File: config.mk
export PLATFORM = sky130hd
export DESIGN_NAME = addr_gen_l1
export DESIGN_NICKNAME = d
export VERILOG_FILES = /design/src/rtl/addr_gen_l1.sv
export SDC_FILE = /design/constraint.sdc
export NUM_CORES = 1
export LEC_CHECK = 0
export CAP_MARGIN = 5
export CORE_ASPECT_RATIO = 2
export CORE_MARGIN = 5
export CORE_UTILIZATION = 25
export CTS_BUF_LIST = sky130_fd_sc_hd__clkbuf_8
export DETAILED_ROUTE_END_ITERATION = 8
export GPL_TIMING_DRIVEN = 0
export SYNTH_ARGS = -nofsm -noshare
export SYNTH_HDL_FRONTEND = slang
export SYNTH_SLANG_ARGS = --single-unit
File: constraint.sdc
create_clock -name clk -period 5 [get_ports clk]
set_clock_uncertainty 0.15 [all_clocks]
set_input_delay 1.5 -clock clk [delete_from_list [all_inputs] [get_ports clk]]
set_output_delay 1.5 -clock clk [all_outputs]
set_load 0.1 [all_outputs]
File: src/rtl/addr_gen_l1.sv
// addr_gen_l1: layer-1 loop tuple -> ifmap read address (2 cycles) and ofmap write address/strobe (WR_DLY cycles).
// en=0 freezes every stage and blanks the strobes; nothing is dropped or replayed when en returns.
module addr_gen_l1 #(
   parameter int IN_W   = 32,
   parameter int OUT_W  = 30,
   parameter int K      = 3,
   parameter int ADDR_W = 10,
   parameter int WR_DLY = 4
) (
   input  logic              clk,
   input  logic              rst,
   input  logic              en,
   input  logic [4:0]        x,
   input  logic [4:0]        y,
   input  logic [1:0]        k,
   input  logic [1:0]        j,
   output logic [ADDR_W-1:0] rd_addr,
   output logic              rd_valid,
   output logic [ADDR_W-1:0] wr_addr,
   output logic              wr_en,
   output logic              done,
   output logic              err
);

   localparam logic [4:0] PIX_MAX = 5'(OUT_W - 1);
   localparam logic [1:0] TAP_MAX = 2'(K - 1);
   localparam int         DEPTH   = WR_DLY - 2;

   typedef struct packed {
      logic       vld;
      logic       last;
      logic [9:0] pix;
      logic       fin;
   } wr_ent_t;

   wr_ent_t     s1_ent_q, s1_ent_d;
   logic [5:0]  s1_row_q, s1_row_d;
   logic [5:0]  s1_col_q, s1_col_d;
   wr_ent_t     s2_ent_q;
   logic [ADDR_W-1:0] s2_addr_q;
   wr_ent_t     dly_q [DEPTH];
   wr_ent_t     tail;
   logic        bad_d;
   logic [11:0] rd_full;
   logic [11:0] wr_full;

   logic [ADDR_W-1:0] rd_addr_q, wr_addr_q;
   logic              rd_valid_q, wr_en_q, done_q, err_q;

   always_comb begin
      s1_ent_d      = '0;
      s1_row_d      = {1'b0, x} + {4'b0, k};
      s1_col_d      = {1'b0, y} + {4'b0, j};
      s1_ent_d.vld  = 1'b1;
      s1_ent_d.last = (k == TAP_MAX) && (j == TAP_MAX);
      s1_ent_d.pix  = {x, y};
      s1_ent_d.fin  = s1_ent_d.last && (x == PIX_MAX) && (y == PIX_MAX);
      bad_d   = en && ((x > PIX_MAX) || (y > PIX_MAX) || (k > TAP_MAX) || (j > TAP_MAX));
      rd_full = 12'(s1_row_q) * 12'(IN_W) + 12'(s1_col_q);
      tail    = dly_q[DEPTH-1];
      wr_full = 12'(tail.pix[9:5]) * 12'(OUT_W) + 12'(tail.pix[4:0]);
   end

   always_ff @(posedge clk) begin
      if (!rst) begin
         s1_ent_q   <= '0;
         s1_row_q   <= '0;
         s1_col_q   <= '0;
         s2_ent_q   <= '0;
         s2_addr_q  <= '0;
         for (int i = 0; i < DEPTH; i++) dly_q[i] <= '0;
         rd_addr_q  <= '0;
         rd_valid_q <= 1'b0;
         wr_addr_q  <= '0;
         wr_en_q    <= 1'b0;
         done_q     <= 1'b0;
         err_q      <= 1'b0;
      end else begin
         err_q      <= err_q | bad_d;
         // Strobes fire only on advancing edges, so a held entry is never shown twice.
         rd_valid_q <= en & s2_ent_q.vld;
         wr_en_q    <= en & tail.vld & tail.last;
         done_q     <= en & tail.vld & tail.fin;
         if (en) begin
            s1_ent_q  <= s1_ent_d;
            s1_row_q  <= s1_row_d;
            s1_col_q  <= s1_col_d;
            s2_ent_q  <= s1_ent_q;
            s2_addr_q <= rd_full[ADDR_W-1:0];
            dly_q[0]  <= s2_ent_q;
            for (int i = 1; i < DEPTH; i++) dly_q[i] <= dly_q[i-1];
            rd_addr_q <= s2_addr_q;
            wr_addr_q <= wr_full[ADDR_W-1:0];
         end
      end
   end

   assign rd_addr  = rd_addr_q;
   assign rd_valid = rd_valid_q;
   assign wr_addr  = wr_addr_q;
   assign wr_en    = wr_en_q;
   assign done     = done_q;
   assign err      = err_q;

endmodule

Word level (Yosys, flattened, before mapping) --
Memories as Yosys holds them, arrays and structs flattened. Index checks and enable logic that the tools add are counted.
Word-level totals: register bits 71, bits in latches 0, bits in writable memories 26, memory bits (read-only) 0, output and inout port bits 24, word-level logic and storage cells 51, memories kept 1
Operators by class: add/subtract/negate cells 4, multiply operators 1, div/mod/pow operators 0, $lt $le $gt $ge 4, eq/ne operators 4, shift-type cells 0, multiplexer cells 6, bitwise gates (word level) 7, reductions and logical operators 7
Memories:
- dly_q | words 2, bits a word 13, read ports 2, clocked after memory_dff 0, wr ports 2, RTL line 41 | wr_ent_t dly_q [DEPTH];
Operator list (count):
- $mux W13 | 2
- $add A10 B5 Y10 | 1
- $add A10 B6 Y10 | 1
- $eq A5 B5 Y1 const B | 2
- $gt A5 B5 Y1 const B | 2
- $mul A5 B4 Y9 const B | 1
- $add A5 B2 Y6 | 1
- $add A5 B2 Y5 | 1
- $and A1 B1 Y1 | 4
- $eq A2 B2 Y1 const B | 2
- $gt A2 B2 Y1 const B | 2
- $logic_and A1 B1 Y1 | 4
- $mux W1 | 4
- $logic_or A1 B1 Y1 | 3
- $or A1 B1 Y1 | 3

Longest topological paths before layout --
Gate-level depths: netlist of the first run.
depth in word-level cells 6, mapped depth 11, depth with buffers taken out 11

Least setup slack after synthesis of the first run --
Ideal clock, no wire load.
kind flip-flop to flip-flop, start mem dly_q[0][19] in the netlist's numbering, end reg wr_addr_q[9] (netlist: wr_addr[9]), data arrival time 3048 ps, setup slack 1682 ps, stages on the path, launching flop included 10, path buffers 0, period minus slack after synthesis 3318 ps, cells stage by stage edfxtp_1 > fa_1 > fa_1 > fa_1 > ha_1 > a21oi_1 > nor4_2 > nand3_1 > xnor2_1 > o21ai_1
RTL lines:
- start, declared | RTL line 41
- end signal, assigned | RTL line 93 | wr_addr_q <= wr_full[ADDR_W-1:0];
- end, declared | RTL line 47 | logic [ADDR_W-1:0] rd_addr_q, wr_addr_q;

==> report_table.html, run 1 <==
<table>
<tr><th>Metric</th><th>Value</th></tr>
<tr><th colspan="2">Setup path</th></tr>
<tr><td>Cell seen most often among critical-path stages</td><td>sky130_fd_sc_hd__fa_1</td></tr>
<tr><td>Cell type group with the largest total delay on the critical path</td><td>adder cells</td></tr>
<tr><td>Worst path slowest cell</td><td>sky130_fd_sc_hd__fa_1</td></tr>
<tr><td>CP cell instances</td><td>fa_1 &gt; fa_1 &gt; fa_1 &gt; ha_1 &gt; a21oi_1 &gt; nor4_2 &gt; nand3_1 &gt; xnor2_1 &gt; o21ai_1</td></tr>
<tr><td>Critical path arrival</td><td>3.67 ns</td></tr>
<tr><td>Number of cells on the critical path</td><td>9</td></tr>
<tr><td>Critical-path maximum fanout</td><td>3</td></tr>
<tr><td>Startpoint kind of the worst setup timing path</td><td>register</td></tr>
<tr><td>Number of buffers and inverters on the critical path</td><td>0</td></tr>
<tr><td>Count of cells along the worst register-to-register path</td><td>9</td></tr>
<tr><td>Slowest stage delay, CP</td><td>0.64 ns</td></tr>
<tr><td>Setup CP Type</td><td>reg2reg</td></tr>
<tr><td>Endpoint type of the worst setup path</td><td>register</td></tr>
<tr><td>Data required, critical path</td><td>5.10 ns</td></tr>
<tr><th colspan="2">Floorplanning</th></tr>
<tr><td>Area of the core</td><td>17190 um2</td></tr>
<tr><td>Die Footprint</td><td>20360 um2</td></tr>
<tr><td>I/O pin cnt</td><td>41</td></tr>
<tr><td>Starting utilization of the core area</td><td>25.39%</td></tr>
<tr><td>Die height</td><td>196.9 um</td></tr>
<tr><td>Die outline width</td><td>103.4 um</td></tr>
<tr><td>Num rows</td><td>68</td></tr>
<tr><th colspan="2">Routing</th></tr>
<tr><td>Met3 wire length</td><td>366 um</td></tr>
<tr><td>Wire length after detailed routing</td><td>10050 um</td></tr>
<tr><td>Final antenna-violating net count</td><td>0</td></tr>
<tr><td>Drt via density</td><td>4.523</td></tr>
<tr><td>First DRT Iteration DRCs</td><td>115</td></tr>
<tr><td>Vias</td><td>3012</td></tr>
<tr><td>Post-route DRC</td><td>0</td></tr>
<tr><td>Routed length per placed instance</td><td>15.09 um</td></tr>
<tr><td>Met2 layer wire length in the routed design</td><td>5629 um</td></tr>
<tr><td>Uppermost routed layer</td><td>met4</td></tr>
<tr><td>Met1 Wirelength</td><td>3733 um</td></tr>
<tr><td>Drt first pass iters</td><td>4</td></tr>
<tr><th colspan="2">Run</th></tr>
<tr><td>Max-cap viol count</td><td>0</td></tr>
<tr><th colspan="2">Synth</th></tr>
<tr><td>Number of synthesized register bits</td><td>97</td></tr>
<tr><td>Synth cell types</td><td>38</td></tr>
<tr><td>Primary flip-flop cell chosen by synthesis mapping</td><td>sky130_fd_sc_hd__dfxtp_1</td></tr>
<tr><td>Mean post-synth cell area</td><td>10.88 um2</td></tr>
<tr><td>Post-synthesis net count</td><td>450</td></tr>
<tr><td>Cell count after synthesis</td><td>401</td></tr>
<tr><td>Number of enable flip-flop cells after synthesis</td><td>26</td></tr>
<tr><td>Post-synthesis sequential area ratio</td><td>50.46%</td></tr>
<tr><td>Post-synth design cell area</td><td>4364 um2</td></tr>
<tr><td>Ys async rst share</td><td>0%</td></tr>
<tr><td>YS warnings</td><td>0</td></tr>
<tr><th colspan="2">Min path</th></tr>
<tr><td>Min-Delay Path Class</td><td>reg2reg</td></tr>
<tr><td>Hold Path Cell Cnt</td><td>2</td></tr>
<tr><th colspan="2">Placement</th></tr>
<tr><td>Minimum setup slack after placement</td><td>1.256 ns</td></tr>
<tr><td>Final RePlAce weighted congestion</td><td>0.8503</td></tr>
<tr><td>Port Buffers</td><td>39</td></tr>
<tr><td>Post-DP Area</td><td>5017 um2</td></tr>
<tr><td>Post-detail-place hpwl</td><td>7875 um</td></tr>
<tr><th colspan="2">Finish</th></tr>
<tr><td>Number of diodes added for antenna fixing</td><td>0</td></tr>
<tr><td>Fraction of layout instances using a drive strength above 1</td><td>5.482%</td></tr>
<tr><td>Area grow syn2layout</td><td>19.61%</td></tr>
<tr><td>Fill cells</td><td>1798</td></tr>
<tr><td>Area occupied by multi-input gates</td><td>2006 um2</td></tr>
<tr><td>Combined flip-flop and latch cell area</td><td>2202 um2</td></tr>
<tr><td>NumNets Final</td><td>500</td></tr>
<tr><td>Post-route standard cell area excluding fillers</td><td>5220 um2</td></tr>
<tr><th colspan="2">STA</th></tr>
<tr><td>Setup TNS after final layout</td><td>0 ns</td></tr>
<tr><td>Number of failing setup endpoints in the final timing report</td><td>0</td></tr>
<tr><td>RSZ-0062 raised after global routing</td><td>no</td></tr>
<tr><td>Fmax</td><td>0.2800 GHz</td></tr>
<tr><td>Pins Over Slew Limit</td><td>0</td></tr>
<tr><td>Worst rel slew slack</td><td>32.92%</td></tr>
<tr><td>Post-route worst setup slack</td><td>1.429 ns</td></tr>
<tr><td>Slew @ Worst Pin</td><td>1.003 ns</td></tr>
<tr><td>Final critical-path required period</td><td>3.571 ns</td></tr>
<tr><td>Share of the clock period used by the worst path after layout</td><td>71.42%</td></tr>
<tr><td>Final hold slack</td><td>0.3034 ns</td></tr>
<tr><td>Hold violation count in the final report</td><td>0</td></tr>
<tr><th colspan="2">GRT</th></tr>
<tr><td>Total routing usage reported by global routing</td><td>10.50%</td></tr>
<tr><td>Vias in the first global route</td><td>3275</td></tr>
<tr><td>Initial antenna violation count</td><td>0</td></tr>
<tr><td>First-pass GRT wire length</td><td>16590 um</td></tr>
<tr><td>Global route total overflow</td><td>0</td></tr>
<tr><td>Pin count of the biggest net entering global routing</td><td>27</td></tr>
<tr><th colspan="2">Power</th></tr>
<tr><td>Overall Power</td><td>1.775 mW</td></tr>
<tr><td>Peak supply drop</td><td>0.1685 mV</td></tr>
<tr><td>Pwr Density</td><td>340.1 nW/um2</td></tr>
<tr><td>Leakage dissipation</td><td>2.288 nW</td></tr>
<tr><th colspan="2">Clocking</th></tr>
<tr><td>Skew-Pair Late Insertion Delay</td><td>0.36 ns</td></tr>
<tr><td>Post-cts resize count</td><td>0</td></tr>
<tr><td>Clock tree from TritonCTS</td><td>done</td></tr>
<tr><td>Number of CTS-inserted buffers</td><td>9</td></tr>
<tr><td>Root buffer cell</td><td>sky130_fd_sc_hd__clkbuf_8</td></tr>
<tr><td>Bufs on Longest Clock Path</td><td>2</td></tr>
<tr><td>Post-CTS Hold Fix Bufs</td><td>0</td></tr>
<tr><td>Buffers inserted by post-CTS timing repair</td><td>0</td></tr>
<tr><td>CTS H-Tree Depth</td><td>3</td></tr>
<tr><td>Clock input transition at the sequential cells of the worst setup and hold paths</td><td>0.10 ns</td></tr>
<tr><td>Clock sink count</td><td>97</td></tr>
<tr><th colspan="2">Run status</th></tr>
<tr><td>Status</td><td>finished, final reports clean</td></tr>
</table>
## worst paths after layout
kind / start / endpoint / slack, ns
hold reg to reg: wr_addr[9] / wr_addr[9] / 0.30
setup reg to reg: dly_q[0][19] / wr_addr[9] / 1.43
hold / removal: wr_addr[9] / wr_addr[9] / 0.30
setup / recovery: dly_q[0][19] / wr_addr[9] / 1.43
## cells in the mapped netlist (2+ instances only)
library cell / n / share of area [%]
sky130_fd_sc_hd__dfxtp_1: 71 / 33
sky130_fd_sc_hd__nor2_1: 68 / 5.8
sky130_fd_sc_hd__mux2i_1: 48 / 11
sky130_fd_sc_hd__and3_1: 29 / 4.2
sky130_fd_sc_hd__edfxtp_1: 26 / 18
sky130_fd_sc_hd__ha_1: 22 / 6.3
sky130_fd_sc_hd__inv_1: 18 / 1.5
sky130_fd_sc_hd__clkbuf_1: 14 / 1.2
sky130_fd_sc_hd__a211oi_1: 11 / 1.9
sky130_fd_sc_hd__fa_1: 10 / 4.6
sky130_fd_sc_hd__xnor2_1: 10 / 2.0
sky130_fd_sc_hd__nand2_1: 9 / 0.77
sky130_fd_sc_hd__a21oi_1: 8 / 0.92
sky130_fd_sc_hd__xor2_1: 8 / 1.6
sky130_fd_sc_hd__buf_2: 5 / 0.57
sky130_fd_sc_hd__o21ai_0: 5 / 0.57
sky130_fd_sc_hd__a21o_1: 4 / 0.69
sky130_fd_sc_hd__nand3_1: 4 / 0.46
sky130_fd_sc_hd__nor2b_1: 4 / 0.57
sky130_fd_sc_hd__and4_1: 3 / 0.60
sky130_fd_sc_hd__a311oi_1: 2 / 0.40
sky130_fd_sc_hd__buf_1: 2 / 0.17
sky130_fd_sc_hd__nand2b_1: 2 / 0.29
sky130_fd_sc_hd__nand4_1: 2 / 0.29
sky130_fd_sc_hd__o21ai_1: 2 / 0.23
sky130_fd_sc_hd__or3_1: 2 / 0.29
## final cells by class
type                    count  area share, %
plain buffers              21          1.630
clock buffers               9          2.373
clock inverters             7          1.510
inverters                  19          1.366
multi-input cells         264          38.42
flip-flops and latches     97          42.19
well taps                 210          5.034
repair buffers             39          7.478
## power breakdown
group	internal [mW]	total [mW]	switching [mW]
Clock	0.239	0.525	0.286
Sequential	0.849	0.874	0.0249
Combinational	0.131	0.376	0.246
## stage by stage
step | instances | util [%]
after floorplan | 401 | -
after global placement | 650 | 29.19
after detailed placement | 650 | 29.19
after CTS | 666 | 30.37
after global routing | 666 | 30.37
final | 666 | 30.37
## layout by cell type, fill, tap and decap left out, types with 11 or more instances in the layout
master                            synthesis  routed
sky130_fd_sc_hd__dfxtp_1                 71      71
sky130_fd_sc_hd__nor2_1                  68      68
sky130_fd_sc_hd__mux2i_1                 48      48
sky130_fd_sc_hd__clkdlybuf4s50_1          0      39
sky130_fd_sc_hd__and3_1                  29      29
sky130_fd_sc_hd__edfxtp_1                26      26
sky130_fd_sc_hd__ha_1                    22      22
sky130_fd_sc_hd__inv_1                   18      19
sky130_fd_sc_hd__clkbuf_1                14      14
sky130_fd_sc_hd__a211oi_1                11      11
## logic make-up (layout without fill, tap and decap cells)
logic type / Yosys count / after routing / synth area share [%]
mux: 48 / 48 / 11.01
xor+xnor: 18 / 18 / 3.612
compound gates: 39 / 39 / 6.279
flops: 97 / 97 / 50.46
simple gates: 127 / 127 / 14.16
buf+inv: 40 / 95 / 3.583
fa+ha+maj: 32 / 32 / 10.89
## worst reg2reg max path: stages, from the launching register on
cell	delay, ns
sky130_fd_sc_hd__edfxtp_1	0.48
sky130_fd_sc_hd__fa_1	0.64
sky130_fd_sc_hd__fa_1	0.49
sky130_fd_sc_hd__fa_1	0.51
sky130_fd_sc_hd__ha_1	0.34
sky130_fd_sc_hd__a21oi_1	0.13
sky130_fd_sc_hd__nor4_2	0.36
sky130_fd_sc_hd__nand3_1	0.14
sky130_fd_sc_hd__xnor2_1	0.15
sky130_fd_sc_hd__o21ai_1	0.07
## per-layer routing
| layer | up-vias | global-route usage, % |
|---|---|---|
| li1 | 1486 | - |
| met1 | 1446 | 11.08 |
| met2 | 62 | 19.44 |
| met3 | 18 | 1.700 |
| met4 | 0 | 4.995 |
| met5 | - | 0 |
## registers in the layout (all words and copies together) (netlist names)
| signal | flops |
|---|---|
| dly_q | 26 |
| done | 1 |
| err | 1 |
| rd_addr | 10 |
| rd_valid | 1 |
| s1_col_q | 6 |
| s1_ent_q | 13 |
| s1_row_q | 5 |
| s2_addr_q | 10 |
| s2_ent_q | 13 |
| wr_addr | 10 |
| wr_en | 1 |
Power figures use the tool's default switching activity.
==> run 2, diff against run 1 <==
clock period = 3.3 ns   (was 5 ns; I/O delays follow)
==> report_table.html, run 2 (synthesis gave the netlist of run 1 again) <==
<table>
<tr><th>Metric</th><th>Value</th></tr>
<tr><th colspan="2">Setup path</th></tr>
<tr><td>Endpoint type of the worst setup path</td><td>register (unchanged)</td></tr>
<tr><td>Setup CP Type</td><td>reg2reg (unchanged)</td></tr>
<tr><td>Critical path arrival</td><td>3.34 ns (was 3.67 ns)</td></tr>
<tr><td>Critical-path maximum fanout</td><td>3 (unchanged)</td></tr>
<tr><td>Minimum setup slack among reg-to-reg paths</td><td>0.06 ns (was 1.43 ns)</td></tr>
<tr><td>Startpoint kind of the worst setup timing path</td><td>register (unchanged)</td></tr>
<tr><td>Data required, critical path</td><td>3.40 ns (was 5.10 ns)</td></tr>
<tr><th colspan="2">Clocking</th></tr>
<tr><td>Post-CTS Hold Fix Bufs</td><td>0 (unchanged)</td></tr>
<tr><td>Skew-Pair Late Insertion Delay</td><td>0.36 ns (about the same)</td></tr>
<tr><td>Clock tree from TritonCTS</td><td>done (unchanged)</td></tr>
<tr><td>Number of CTS-inserted buffers</td><td>9 (unchanged)</td></tr>
<tr><td>Root buffer cell</td><td>sky130_fd_sc_hd__clkbuf_8 (unchanged)</td></tr>
<tr><td>Clock input transition at the sequential cells of the worst setup and hold paths</td><td>0.10 ns (about the same)</td></tr>
<tr><td>CTS H-Tree Depth</td><td>3 (unchanged)</td></tr>
<tr><td>Bufs on Longest Clock Path</td><td>2 (unchanged)</td></tr>
<tr><td>Clock sink count</td><td>97 (unchanged)</td></tr>
<tr><th colspan="2">GRT</th></tr>
<tr><td>Total routing usage reported by global routing</td><td>10.48% (was 10.50%)</td></tr>
<tr><td>First-pass GRT wire length</td><td>16370 um (was 16590 um)</td></tr>
<tr><td>Vias in the first global route</td><td>3278 (was 3275)</td></tr>
<tr><td>Global route total overflow</td><td>0 (unchanged)</td></tr>
<tr><td>Pin count of the biggest net entering global routing</td><td>27 (unchanged)</td></tr>
<tr><td>Initial antenna violation count</td><td>0 (unchanged)</td></tr>
<tr><th colspan="2">STA</th></tr>
<tr><td>Fmax</td><td>0.3087 GHz (was 0.2800 GHz)</td></tr>
<tr><td>Final hold slack</td><td>0.3050 ns (was 0.3034 ns)</td></tr>
<tr><td>Hold violation count in the final report</td><td>0 (unchanged)</td></tr>
<tr><td>Slew @ Worst Pin</td><td>0.9991 ns (was 1.003 ns)</td></tr>
<tr><td>Worst rel slew slack</td><td>33.19% (was 32.92%)</td></tr>
<tr><td>Share of the clock period used by the worst path after layout</td><td>98.16% (was 71.42%)</td></tr>
<tr><td>Number of failing setup endpoints in the final timing report</td><td>0 (unchanged)</td></tr>
<tr><td>Final critical-path required period</td><td>3.239 ns (was 3.571 ns)</td></tr>
<tr><td>Pins Over Slew Limit</td><td>0 (unchanged)</td></tr>
<tr><td>RSZ-0062 raised after global routing</td><td>yes (was no)</td></tr>
<tr><th colspan="2">Floorplanning</th></tr>
<tr><td>Die Footprint</td><td>20360 um2 (unchanged)</td></tr>
<tr><td>I/O pin cnt</td><td>41 (unchanged)</td></tr>
<tr><td>Starting utilization of the core area</td><td>25.39% (unchanged)</td></tr>
<tr><td>Area of the core</td><td>17190 um2 (unchanged)</td></tr>
<tr><td>Die height</td><td>196.9 um (unchanged)</td></tr>
<tr><td>Num rows</td><td>68 (unchanged)</td></tr>
<tr><td>Die outline width</td><td>103.4 um (unchanged)</td></tr>
<tr><th colspan="2">Placement</th></tr>
<tr><td>Post-detail-place hpwl</td><td>7702 um (was 7875 um)</td></tr>
<tr><td>Instance count after placement with tap cells included</td><td>650 (unchanged)</td></tr>
<tr><td>Port Buffers</td><td>39 (unchanged)</td></tr>
<tr><td>Final RePlAce weighted congestion</td><td>0.8559 (was 0.8503)</td></tr>
<tr><th colspan="2">Power</th></tr>
<tr><td>Peak supply drop</td><td>0.3014 mV (was 0.1685 mV)</td></tr>
<tr><td>Leakage dissipation</td><td>2.320 nW (was 2.288 nW)</td></tr>
<tr><td>Overall Power</td><td>2.756 mW (was 1.775 mW)</td></tr>
<tr><td>Pwr Density</td><td>515.7 nW/um2 (was 340.1 nW/um2)</td></tr>
<tr><th colspan="2">Finish</th></tr>
<tr><td>Final core area utilization</td><td>31.09% (was 30.37%)</td></tr>
<tr><td>Fill cells</td><td>1764 (was 1798)</td></tr>
<tr><td>Largest registers</td><td>dly_q x26, s1_ent_q x13, s2_ent_q x13 (unchanged)</td></tr>
<tr><td>Max reg flops</td><td>26 (unchanged)</td></tr>
<tr><td>Fraction of layout instances using a drive strength above 1</td><td>9.524% (was 5.482%)</td></tr>
<tr><td>Number of diodes added for antenna fixing</td><td>0 (unchanged)</td></tr>
<tr><td>Most common cell after layout, fill and taps aside</td><td>sky130_fd_sc_hd__dfxtp_1 (unchanged)</td></tr>
<tr><td>Biggest register</td><td>dly_q (unchanged)</td></tr>
<tr><td>NumNets Final</td><td>506 (was 500)</td></tr>
<tr><td>Area grow syn2layout</td><td>22.45% (was 19.61%)</td></tr>
<tr><td>Non-Filler Instances</td><td>672 (was 666)</td></tr>
<tr><td>Top library cells by usage in the layout, fill and taps aside</td><td>71 x sky130_fd_sc_hd__dfxtp_1, 67 x sky130_fd_sc_hd__nor2_1, 48 x sky130_fd_sc_hd__mux2i_1 (was 71 x sky130_fd_sc_hd__dfxtp_1, 68 x sky130_fd_sc_hd__nor2_1, 48 x sky130_fd_sc_hd__mux2i_1)</td></tr>
<tr><th colspan="2">Routing</th></tr>
<tr><td>Drt via density</td><td>4.530 (was 4.523)</td></tr>
<tr><td>Drt first pass iters</td><td>4 (unchanged)</td></tr>
<tr><td>First DRT Iteration DRCs</td><td>120 (was 115)</td></tr>
<tr><td>Vias</td><td>3044 (was 3012)</td></tr>
<tr><td>Wire length after detailed routing</td><td>10050 um (about the same)</td></tr>
<tr><td>Post-route DRC</td><td>0 (unchanged)</td></tr>
<tr><td>Routed length per placed instance</td><td>14.96 um (was 15.09 um)</td></tr>
<tr><td>Final antenna-violating net count</td><td>0 (unchanged)</td></tr>
<tr><th colspan="2">Run</th></tr>
<tr><td>Max-cap viol count</td><td>0 (unchanged)</td></tr>
<tr><th colspan="2">Run status</th></tr>
<tr><td>Status</td><td>finished, final reports clean (unchanged)</td></tr>
<tr><th colspan="2">Min path</th></tr>
<tr><td>Min-Delay Path Class</td><td>reg2reg (unchanged)</td></tr>
</table>
-- run 2: power by group --
group | internal [mW] | leakage (nW) | total (mW) | switching (mW)
combinational | 0.230 | 1.35 | 0.628 | 0.398
clock | 0.360 | 0.104 | 0.805 | 0.445
sequential | 1.29 | 0.870 | 1.32 | 0.0368
total | 1.88 | 2.32 | 2.76 | 0.880
-- run 2: final timing paths --
check / from / endpoint / cells after the start
worst max-delay path: dly_q[0][21] / wr_addr[9] / 9
worst min-delay path: s1_ent_q[0] / s1_ent_q[0] / 2
worst max register to register: dly_q[0][21] / wr_addr[9] / 9
worst min register to register: s1_ent_q[0] / s1_ent_q[0] / 2
-- run 2: through the flow --
stage	cell area [um2]	TNS, ns	worst slack [ns]
2_1_floorplan	4364	0	0.0004077
3_3_place_gp	5017	-0.5202	-0.1938
3_5_place_dp	5017	-0.5753	-0.2084
4_1_cts	5303	-0.04746	-0.04091
5_1_grt	5344	-0.05183	-0.02261
6_report	5344	0	0.06059
-- run 2: repair_timing --
item / CTS / global route
pin swaps: 4 / 10
setup endpoints to repair: 4 / 5
setup buffers: 5 / 1
gates resized for setup: 10 / 7
-- run 2: cell type report --
cell class              instances  area (um2)  area share (%)
clock buffers                   9       123.9           2.318
repair buffers                 45       435.4           8.148
plain buffers                  21       85.08           1.592
well taps                     210       262.8           4.917
flip-flops and latches         97        2202           41.21
clock inverters                 7       78.83           1.475
multi-input cells             264        2085           39.01
inverters                      19       71.32           1.335
-- run 2: routing by layer --
layer | up-vias | wire (um) | global-route usage [%] | share of wire, %
met3 | 22 | 309 | 1.948 | 3.1
met2 | 59 | 5450 | 18.94 | 54
met5 | - | 0 | 0 | 0
met4 | 0 | 399 | 5.620 | 4.0
li1 | 1497 | - | - | -
met1 | 1466 | 3894 | 11.04 | 39
-- run 2: critical path: stages (launching register included) --
cell	delay [ns]
sky130_fd_sc_hd__edfxtp_1	0.46
sky130_fd_sc_hd__fa_1	0.51
sky130_fd_sc_hd__fa_1	0.57
sky130_fd_sc_hd__fa_2	0.47
sky130_fd_sc_hd__ha_4	0.30
sky130_fd_sc_hd__a21oi_2	0.08
sky130_fd_sc_hd__nor4_4	0.25
sky130_fd_sc_hd__nand3_1	0.12
sky130_fd_sc_hd__xnor2_1	0.15
sky130_fd_sc_hd__o21ai_1	0.07
